==> config.mk <==
export PLATFORM = sky130hd
export DESIGN_NAME = cordic_req_arbiter
export DESIGN_NICKNAME = d
export VERILOG_FILES = /design/src/rtl/cordic_arb_pkg.sv /design/src/rtl/cordic_tag_fifo.sv /design/src/rtl/cordic_req_arbiter.sv
export SDC_FILE = /design/constraint.sdc
export NUM_CORES = 1
export LEC_CHECK = 0
export ABC_AREA = 1
export CORE_MARGIN = 4
export CORE_UTILIZATION = 45
export DETAILED_ROUTE_END_ITERATION = 7
export PLACE_DENSITY = 0.91
export SLEW_MARGIN = 20
export SYNTH_ARGS = -nofsm -noshare
export SYNTH_HDL_FRONTEND = slang
export SYNTH_SLANG_ARGS = --single-unit
==> constraint.sdc <==
create_clock -name clk -period 3.4 [get_ports clk]
set_input_delay 0.34 -clock clk [delete_from_list [all_inputs] [get_ports clk]]
set_output_delay 0.34 -clock clk [all_outputs]
set_load 0.005 [all_outputs]
==> src/rtl/cordic_arb_pkg.sv <==
// rtl/cordic_arb_pkg.sv - shared types and helpers for the CORDIC request arbiter
package cordic_arb_pkg;

  // Default requester count and the tag width that goes with it
  localparam int NUM_REQ_DFLT = 4;
  localparam int ID_W         = $clog2(NUM_REQ_DFLT);

  typedef logic [ID_W-1:0] tag_t;

  // Operating mode handed to the CORDIC core
  typedef enum logic {
    MODE_ROT = 1'b0,
    MODE_VEC = 1'b1
  } mode_e;

  // Tag width for an arbitrary requester count (never narrower than one bit)
  function automatic int id_width(input int num_req);
    return (num_req > 1) ? $clog2(num_req) : 1;
  endfunction

endpackage

==> src/rtl/cordic_tag_fifo.sv <==
// rtl/cordic_tag_fifo.sv - in-flight requester tag FIFO with full/empty flags and occupancy
module cordic_tag_fifo #(
  parameter int WIDTH = 2,
  parameter int DEPTH = 16
) (
  input  logic                   clk,
  input  logic                   nreset,
  input  logic                   push_i,
  input  logic [WIDTH-1:0]       push_data_i,
  input  logic                   pop_i,
  output logic [WIDTH-1:0]       pop_data_o,
  output logic                   full_o,
  output logic                   empty_o,
  output logic [$clog2(DEPTH):0] count_o
);

  // DEPTH is a power of two, so the pointers wrap for free
  localparam int PTR_W = (DEPTH > 1) ? $clog2(DEPTH) : 1;
  localparam int CNT_W = $clog2(DEPTH) + 1;
  localparam logic [CNT_W-1:0] DEPTH_C = CNT_W'(DEPTH);

  logic [WIDTH-1:0] mem_q [DEPTH];
  logic [PTR_W-1:0] wr_ptr_q, wr_ptr_d;
  logic [PTR_W-1:0] rd_ptr_q, rd_ptr_d;
  logic [CNT_W-1:0] count_q, count_d;
  logic             do_push, do_pop;

  assign full_o     = (count_q == DEPTH_C);
  assign empty_o    = (count_q == '0);
  assign count_o    = count_q;
  assign pop_data_o = mem_q[rd_ptr_q];

  // A push into a full FIFO is fine when the head leaves in the same cycle
  assign do_pop  = pop_i & ~empty_o;
  assign do_push = push_i & (~full_o | do_pop);

  // Pointer and occupancy next-state
  always_comb begin
    wr_ptr_d = wr_ptr_q;
    rd_ptr_d = rd_ptr_q;
    count_d  = count_q;
    if (do_push) wr_ptr_d = wr_ptr_q + 1'b1;
    if (do_pop)  rd_ptr_d = rd_ptr_q + 1'b1;
    case ({do_push, do_pop})
      2'b10:   count_d = count_q + 1'b1;
      2'b01:   count_d = count_q - 1'b1;
      default: count_d = count_q;
    endcase
  end

  // Control state, cleared by reset so all tags are flushed
  always_ff @(posedge clk or negedge nreset) begin
    if (!nreset) begin
      wr_ptr_q <= '0;
      rd_ptr_q <= '0;
      count_q  <= '0;
    end else begin
      wr_ptr_q <= wr_ptr_d;
      rd_ptr_q <= rd_ptr_d;
      count_q  <= count_d;
    end
  end

  // Tag storage; contents are only meaningful behind the count
  always_ff @(posedge clk) begin
    if (do_push) mem_q[wr_ptr_q] <= push_data_i;
  end

endmodule

==> src/rtl/cordic_req_arbiter.sv <==
// rtl/cordic_req_arbiter.sv - shares one CORDIC core between NUM_REQ requesters; CORDIC_ARB_PRIO0_EN gives requester 0 fixed priority
module cordic_req_arbiter
  import cordic_arb_pkg::*;
#(
  parameter int NUM_REQ         = 4,
  parameter int CORDIC_WIDTH    = 22,
  parameter int DATA_WIDTH      = 16,
  parameter int MAX_OUTSTANDING = 16
) (
  input  logic                            clk,
  input  logic                            nreset,
  input  logic [NUM_REQ-1:0]              req_vld,
  output logic [NUM_REQ-1:0]              req_rdy,
  input  logic [NUM_REQ*CORDIC_WIDTH-1:0] req_x,
  input  logic [NUM_REQ*CORDIC_WIDTH-1:0] req_y,
  input  logic [NUM_REQ-1:0]              req_mode,
  output logic                            core_en,
  output logic [CORDIC_WIDTH-1:0]         core_x,
  output logic [CORDIC_WIDTH-1:0]         core_y,
  output logic                            core_mode,
  input  logic                            core_vld,
  input  logic [DATA_WIDTH-1:0]           core_x_res,
  input  logic [DATA_WIDTH-1:0]           core_y_res,
  output logic [NUM_REQ-1:0]              rsp_vld,
  output logic [DATA_WIDTH-1:0]           rsp_x,
  output logic [DATA_WIDTH-1:0]           rsp_y,
  output logic                            busy,
  output logic                            err
);

  localparam int TAG_W = id_width(NUM_REQ);
  localparam int CNT_W = $clog2(MAX_OUTSTANDING) + 1;
  localparam logic [TAG_W:0] NUM_REQ_W = (TAG_W + 1)'(NUM_REQ);

  // Arbitration
  logic [TAG_W-1:0] rr_ptr_q, rr_ptr_d;
  logic [TAG_W:0]   scan_idx;
  logic [TAG_W-1:0] rr_idx, grant_idx;
  logic             rr_any, grant_any, can_issue, accept;

  // Issue and response registers
  logic                    core_en_q, core_en_d;
  logic [CORDIC_WIDTH-1:0] core_x_q, core_x_d;
  logic [CORDIC_WIDTH-1:0] core_y_q, core_y_d;
  mode_e                   core_mode_q, core_mode_d;
  logic [NUM_REQ-1:0]      rsp_vld_q, rsp_vld_d;
  logic [DATA_WIDTH-1:0]   rsp_x_q, rsp_x_d;
  logic [DATA_WIDTH-1:0]   rsp_y_q, rsp_y_d;
  logic                    err_q, err_d;

  // Tag FIFO
  logic             fifo_pop, fifo_full, fifo_empty;
  logic [TAG_W-1:0] pop_tag;
  logic [CNT_W-1:0] fifo_count;

  // Round-robin scan: the pending requester closest at or after rr_ptr_q wins
  always_comb begin
    rr_any   = 1'b0;
    rr_idx   = '0;
    scan_idx = '0;
    for (int k = NUM_REQ - 1; k >= 0; k--) begin
      scan_idx = {1'b0, rr_ptr_q} + k[TAG_W:0];
      if (scan_idx >= NUM_REQ_W) scan_idx = scan_idx - NUM_REQ_W;
      if (req_vld[scan_idx[TAG_W-1:0]]) begin
        rr_any = 1'b1;
        rr_idx = scan_idx[TAG_W-1:0];
      end
    end
  end

  // Final grant, with requester 0 overriding the rotation when prioritised
  always_comb begin
    grant_any = rr_any;
    grant_idx = rr_idx;
`ifdef CORDIC_ARB_PRIO0_EN
    if (req_vld[0]) begin
      grant_any = 1'b1;
      grant_idx = '0;
    end
`endif
  end

  // No credit left means no grant; the grant is also held low while in reset
  assign can_issue = nreset & ~fifo_full;
  assign accept    = can_issue & grant_any;

  // One-hot ready towards the winning requester
  always_comb begin
    req_rdy = '0;
    if (accept) req_rdy[grant_idx] = 1'b1;
  end

  // Pointer moves past the winner; a prioritised requester 0 leaves it alone
  always_comb begin
    rr_ptr_d = rr_ptr_q;
    if (accept) begin
      if ({1'b0, grant_idx} == NUM_REQ_W - 1'b1) rr_ptr_d = '0;
      else                                       rr_ptr_d = grant_idx + 1'b1;
`ifdef CORDIC_ARB_PRIO0_EN
      if (grant_idx == '0) rr_ptr_d = rr_ptr_q;
`endif
    end
  end

  // A result with nothing in flight is dropped and flagged instead of popped
  assign fifo_pop = core_vld & ~fifo_empty;

  // Next-state for the issue, response and error registers
  always_comb begin
    core_en_d   = accept;
    core_x_d    = core_x_q;
    core_y_d    = core_y_q;
    core_mode_d = core_mode_q;
    if (accept) begin
      core_x_d    = req_x[grant_idx*CORDIC_WIDTH +: CORDIC_WIDTH];
      core_y_d    = req_y[grant_idx*CORDIC_WIDTH +: CORDIC_WIDTH];
      core_mode_d = mode_e'(req_mode[grant_idx]);
    end
    rsp_vld_d = '0;
    rsp_x_d   = rsp_x_q;
    rsp_y_d   = rsp_y_q;
    if (fifo_pop) begin
      rsp_vld_d[pop_tag] = 1'b1;
      rsp_x_d            = core_x_res;
      rsp_y_d            = core_y_res;
    end
    err_d = err_q | (core_vld & fifo_empty);
  end

  // Registered state; reset flushes everything including the pointer
  always_ff @(posedge clk or negedge nreset) begin
    if (!nreset) begin
      rr_ptr_q    <= '0;
      core_en_q   <= 1'b0;
      core_x_q    <= '0;
      core_y_q    <= '0;
      core_mode_q <= MODE_ROT;
      rsp_vld_q   <= '0;
      rsp_x_q     <= '0;
      rsp_y_q     <= '0;
      err_q       <= 1'b0;
    end else begin
      rr_ptr_q    <= rr_ptr_d;
      core_en_q   <= core_en_d;
      core_x_q    <= core_x_d;
      core_y_q    <= core_y_d;
      core_mode_q <= core_mode_d;
      rsp_vld_q   <= rsp_vld_d;
      rsp_x_q     <= rsp_x_d;
      rsp_y_q     <= rsp_y_d;
      err_q       <= err_d;
    end
  end

  cordic_tag_fifo #(
    .WIDTH (TAG_W),
    .DEPTH (MAX_OUTSTANDING)
  ) u_tag_fifo (
    .clk         (clk),
    .nreset      (nreset),
    .push_i      (accept),
    .push_data_i (grant_idx),
    .pop_i       (fifo_pop),
    .pop_data_o  (pop_tag),
    .full_o      (fifo_full),
    .empty_o     (fifo_empty),
    .count_o     (fifo_count)
  );

  assign core_en   = core_en_q;
  assign core_x    = core_x_q;
  assign core_y    = core_y_q;
  assign core_mode = core_mode_q;
  assign rsp_vld   = rsp_vld_q;
  assign rsp_x     = rsp_x_q;
  assign rsp_y     = rsp_y_q;
  assign err       = err_q;
  assign busy      = (fifo_count != '0) | core_en_q;

endmodule

Yosys cells after proc, flatten, opt, wreduce, memory -nomap -nowiden
Memory sizes are Yosys's and may differ from the RTL's.
Index checks and enable logic that the tools add are counted.
- flip-flop bits (word level): 98
- memory bits (writable): 32
- input bits: 219
- output and inout port bits: 88
- memories: 1
- add/subtract/negate cells: 12
- multiply operators: 1
- order comparisons: 12
- equal/unequal tests: 4
- shifts and indexed selects: 2
- muxes and demuxes: 32
- bitwise operators: 11
- reductions and logical operators: 5
- memories (memory ; words ; bits a word ; read ports ; clocked after Yosys merged registers in ; write ports ; line ; text):
    u_tag_fifo.mem_q ; 16 ; 2 ; 1 ; 0 ; 1 ; cordic_tag_fifo.sv:22 ; logic [WIDTH-1:0] mem_q [DEPTH];
- operator list (kind ; count):
    88-bit by 8-bit indexed part select with 22-bit output ; 2
    2-bit by 3-bit less-than comparator with 1-bit output (second input constant) ; 6
    2-bit two-way mux ; 9
    1-bit two-way mux ; 13
    1-bit binary-select mux with 2-bit select ; 5
    5-bit case mux with 2 select lines ; 1
    3-bit >= comparator (second input constant) ; 3
    4-bit by 1-bit adder with 4-bit output (second input constant) ; 2
    4-bit two-way mux ; 2
    2-bit by 1-bit subtractor with 2-bit output (second input constant) ; 4
    2-bit by 2-bit adder with 3-bit output (second input constant) ; 2
    1-bit bitwise AND ; 6
    2-bit by 4-bit multiplier with 6-bit output (second input constant) ; 1
    5-bit by 1-bit adder with 5-bit output (second input constant) ; 1
    5-bit equality test (second input constant) ; 1
    5-bit zero test ; 1
    5-bit nonzero test ; 1
    5-bit by 1-bit subtractor with 5-bit output (second input constant) ; 1
    1-bit demux with 2-bit select ; 2
    2-bit equality test (second input constant) ; 2
    2-bit by 1-bit >= comparator with 1-bit output (second input constant) ; 2
    2-bit by 1-bit adder with 3-bit output (second input constant) ; 1
    2-bit by 3-bit >= comparator with 1-bit output (second input constant) ; 1
    1-bit bitwise OR ; 3
    5 further kinds ; 7

Longest topological paths before layout
- depth in word-level cells: 14
- depth in mapped cells: 20

By module
A second synthesis with hierarchy kept.
- cells, all modules: 1141
- area, all modules: 7863.8 um^2
- modules (own cells, without submodules) (module ; times used ; cells an instance ; area each (um^2) ; sequential area each (um^2)):
    cordic_req_arbiter ; 1 ; 941 ; 5705.5 ; 2127.0
    cordic_tag_fifo ; 1 ; 200 ; 2158.3 ; 1286.2

Least setup slack after synthesis
OpenSTA, ideal clock, no wires.
- path type: register to register
- from: register rr_ptr_q[0]
- to: register u_tag_fifo.count_q[4], in the netlist u_tag_fifo.count_o[4]
- arrival: 2.666 ns
- path slack: 0.603 ns
- cell stages (with the launch flop): 20
- path buffers: 2
- cells stage by stage: dfrtp_1 > buf_6 > nand2_1 > nand2_1 > nand2_1 > nand2_2 > nor2_2 > nand3_1 > nand2_1 > buf_2 > ha_1 > xor2_1 > ha_1 > a21oi_1 > o21ai_0 > nand2_1 > nand2_1 > a21oi_1 > o21ai_0 > xor2_1
- word-level cells in the longest chain between the ends: 13
- ends and longest elaborated chain (element ; line ; text):
    from (decl) ; cordic_req_arbiter.sv:36 ; logic [TAG_W-1:0] rr_ptr_q, rr_ptr_d;
    from (signal assigned) ; cordic_req_arbiter.sv:143 ; rr_ptr_q <= rr_ptr_d;
    2-bit by 2-bit adder with 3-bit output ; cordic_req_arbiter.sv:62 ; scan_idx = {1'b0, rr_ptr_q} + k[TAG_W:0];
    3-bit >= comparator or 2-bit by 1-bit subtractor with 2-bit output (tied branches) ; cordic_req_arbiter.sv:63 ; if (scan_idx >= NUM_REQ_W) scan_idx = scan_idx - NUM_REQ_W;
    2-bit two-way mux ; cordic_req_arbiter.sv:63 ;
    1-bit binary-select mux with 2-bit select ; cordic_req_arbiter.sv:64 ; if (req_vld[scan_idx[TAG_W-1:0]]) begin
    1-bit two-way mux (not written as such) ; cordic_req_arbiter.sv:64 ;
    1-bit two-way mux (3 in series) ; cordic_req_arbiter.sv:64 ;
    1-bit two-way mux * ; cordic_req_arbiter.sv:64 ;
    1-bit bitwise AND * ; cordic_req_arbiter.sv:85 ; assign accept = can_issue & grant_any;
    1-bit bitwise AND * ; cordic_tag_fifo.sv:35 ; assign do_push = push_i & (~full_o | do_pop);
    2-bit by 1-bit equality test with 1-bit output or 2-bit equality test (tied branches) ; cordic_tag_fifo.sv:44 ; case ({do_push, do_pop})
    5-bit case mux with 2 select lines or 2-bit nonzero test (tied branches) ; -- ;
    to (signal assigned) ; cordic_tag_fifo.sv:60 ; count_q <= count_d;
    to (decl) ; cordic_tag_fifo.sv:25 ; logic [CNT_W-1:0] count_q, count_d;
Mark *: on every way between the ends. The rest lies on a longest branch, timed or not. The select of a mux whose other input is x is not followed.
A chain may end at the register's enable or synchronous reset.

Final worst setup path
- from: register rr_ptr_q[0]
- to: output req_rdy[2]
- word-level cells in the longest chain between the ends: 14
- ends and longest elaborated chain (element ; line ; text):
    2-bit by 2-bit adder with 3-bit output ; cordic_req_arbiter.sv:62 ;
    3-bit >= comparator or 2-bit by 1-bit subtractor with 2-bit output (tied branches) ; cordic_req_arbiter.sv:63 ;
    2-bit two-way mux ; cordic_req_arbiter.sv:63 ;
    1-bit binary-select mux with 2-bit select ; cordic_req_arbiter.sv:64 ;
    1-bit two-way mux (not written as such) ; cordic_req_arbiter.sv:64 ;
    2-bit two-way mux (4 in series) ; cordic_req_arbiter.sv:64 ;
    2-bit by 3-bit less-than comparator with 1-bit output (not written as such) or 2-bit by 1-bit >= comparator with 1-bit output (tied branches) ; cordic_req_arbiter.sv:90 ; if (accept) req_rdy[grant_idx] = 1'b1;
    1-bit logical AND (not written as such) ; cordic_req_arbiter.sv:90 ;
    1-bit two-way mux (not written as such) ; cordic_req_arbiter.sv:90 ;
    1-bit demux with 2-bit select ; cordic_req_arbiter.sv:90 ;
    4-bit two-way mux * ; cordic_req_arbiter.sv:90 ;
    to (decl) ; cordic_req_arbiter.sv:13 ; output logic [NUM_REQ-1:0] req_rdy,
Marks and branches as above.

==> reports/metrics.yaml <==
htree_num_levels: 4
postCtsSetupRepairBufs: 0
required_ns: 3.06
internal_power_uw: 5860
chipHeight_um: 140
cts_tree: "done"
p_leak_uw: 0.00605
drv_cap: 0
yosysSeqAreaShare: 0.436
hp-class: "in2async"
root_buffer: "clkbuf_16"
fmax_mhz: 320
worstPathMaxFanout: 9
cpMaxStageDelayCell: "dfrtp_1"
ys_types: 28
clock_sinks: 130
p_sw_frac: 0.444
seqPwrFrac: 0.252
drive_above_1_share: 0.0442
netlist_instances: 1136
grt_usage: 0.243
numCtsBuffers: 17
preCtsSetupSlack_ns: 0.312
slew_violations: 0
setup_viol: 0
start_util: 0.466
clockBufferDepth: 2
hold_slack_ns: 0.0122
pwr-share-comb: 0.573
drcViolationCount: 0
vdd_drop_max_uv: 1160
fin_crit_ns: 3.12
row_count: 47
finalPower_uw: 10600
overflow: 0
arrival_ns: 2.78
die_x_um: 140
die_area_mm2: 0.0196
max_stage_delay_ns: 0.60
postCtsHoldBufs: 0
cts_resized: 0
nNetsFinal: 1645
grt_pass1_vias: 7699
yosys_warnings: 0
syn_to_final_growth_pct: 48.0
final_util: 0.689
dpl.hpwl_mm: 18.2
clk_pin_slew_worst_paths_ns: 0.06
endpoint_kind: "primary output"
finalHoldViolations: 0
syn_avg_cell_area_um2: 6.90
fin_crit_sh: 0.919
critPathLaunchType: "flip-flop"
core-area_mm2: 0.0168
p_switching_uw: 4690
detail_route.iter0.violations: 549
criticalPathCategory: "reg2out"
num_vias: 8066
wl_per_cell_um: 14.8
grt_max_degree: 91
relSlewSlack: 0.371
timing.final.ws_setup_ns: 0.276
clk_latency_ns: 0.40
synth_nets: 1368
syn-cell-area_mm2: 0.00784
vias_per_cell: 4.90
synth_seq_cells: 130
cpMostUsedCell: "nand2_1"
detail-route-antenna-nets: 0
clock_power_share: 0.175
p_per_area_mw_per_mm2: 910
setup_tns_ns: 0
drt_pass1_iterations: 6
gp_congestion: 0.932
grt_antenna_before_repair: 2
outcome: "finished, final reports clean"
rsz0062_at_grt: "no"
port_buffers: 306
io_pins: 307
clock_skew_ns: 0.00652
grt_pass1_wl_mm: 38.5
tightest_slew_ns: 0.944
drt_wl_total_mm: 24.3
crit_chain: "inv_4, nand2_1, nand2_1, nand2_1, nand2_2, nor2_2, nor2_2, nand2_4, nand2_4, inv_1, ha_1, inv_1, nor2_1, clkdlybuf4s50_1"
[synth_stat cells]
library cell	count	area [um2]
nand2_1	422	1580
inv_1	208	781
nand3_1	190	951
dfrtp_1	98	2450
nor2_1	42	158
edfxtp_1	32	961
clkbuf_1	25	93.8
o21ai_0	17	85.1
buf_1	14	52.6
ha_1	13	163
buf_2	12	60.1
buf_6	10	113
xor2_1	8	70.1
inv_2	6	22.5
mux2i_1	6	60.1
o211ai_1	5	37.5
a21oi_1	4	20.0
nor2_2	4	25.0
o221ai_1	4	35.0
nand2_2	3	18.8
a31oi_1	2	12.5
nand4_1	2	12.5
o22ai_1	2	12.5
or2_2	2	12.5
xnor2_1	2	17.5
a21o_1	1	7.51
inv_4	1	6.26
nand2_4	1	11.3
[layout by cell type (no fill, tap or decap), drive strengths merged]
cell type and count:
a31oi 2, o221ai 4, o211ai 5, xnor2 2, clkinv 6, clkinvlp 2, a21o 1, o22ai 2
bufinv 4, a21oi 4, buf 14, clkdlybuf4s50 305, nand4 2, xor2 8, edfxtp 32, nor2 46
diode 2, clkbuf 19, nand2 426, inv 215, or2 2, mux2i 6, o21ai 17, nand3 190
ha 13, dfrtp 98
[registers in the layout, summed over array words and instances, names as in the netlist]
signal               cells
core_x                  22
rsp_vld                  4
err                      1
rsp_x                   16
core_en                  1
u_tag_fifo.rd_ptr_q      4
rsp_y                   16
rr_ptr_q                 2
core_y                  22
core_mode                1
u_tag_fifo.mem_q        32
u_tag_fifo.wr_ptr_q      4
u_tag_fifo.count_o       5
[final cells by class]
cell class                      count  area, um2
Antenna cell                        2       5.00
Clock buffer                       19        433
Clock inverter                     12        165
Fill cell                        1337       5220
Inverter                          215        810
Multi-Input combinational cell    730       3320
Sequential cell                   130       3410
Tap cell                          220        275
Timing Repair Buffer              319       3170
[worst paths after layout]
check,slack (ns),end,startpoint,depth (start not counted)
setup reg to reg,0.36,u_tag_fifo.count_o[4],rr_ptr_q[0],18
min in group clk,0.47,rsp_x[6],core_x_res[6],3
hold / removal,0.01,u_tag_fifo.count_o[4],nreset,2
max in group asynchronous,2.26,core_x[14],nreset,3
hold reg to reg,0.47,err,err,1
setup / recovery,0.28,req_rdy[2],rr_ptr_q[0],14
[per-stage QoR]
| stage | cells | instance area, um2 |
|---|---|---|
| after floorplan | 1136 | 7840 |
| after global placement | 1614 | 11000 |
| after detailed placement | 1614 | 11000 |
| after CTS | 1645 | 11600 |
| after global routing | 1647 | 11600 |
| final | 1647 | 11600 |
[per-layer routing]
metal	share of wire	global-route usage	wire [um]	vias up
met1	0.37	0.283	9100	3617
met3	0.086	0.0736	2090	66
met2	0.50	0.416	12100	373
li1	-	-	-	4010
met5	0	0	0	-
met4	0.041	0.105	1000	0
[power by group through the flow]
| stage | Combinational (uW) | Sequential (uW) | Clock, uW |
|---|---|---|---|
| floorplan | 4070 | 2560 | 0 |
| global placement | 5860 | 2640 | 0 |
| detailed placement | 6030 | 2670 | 0 |
| CTS | 6070 | 2650 | 1880 |
| global route | 6810 | 2720 | 1960 |
| finish | 6050 | 2660 | 1850 |
[cells by family (layout without fill, tap and decap cells)]
kind of cell	count (synthesis)	after routing	synth area share
other	0	2	0
muxes	6	6	0.00767
buffers and inverters	276	565	0.144
DFF	130	130	0.436
adders and majority gates	13	13	0.0208
AOI/OAI and AO/OA	35	35	0.0268
xor gates and xnor gates	10	10	0.0112
and+or+nand+nor	666	666	0.354
[critical path, delay by kind of cell, from the launching register on]
kind	cells	cell delay, ns
adders and majority gates	1	0.16
buffers and inverters	4	0.78
DFF	1	0.60
and+or+nand+nor	9	0.84
Power figures use the tool's default switching activity.
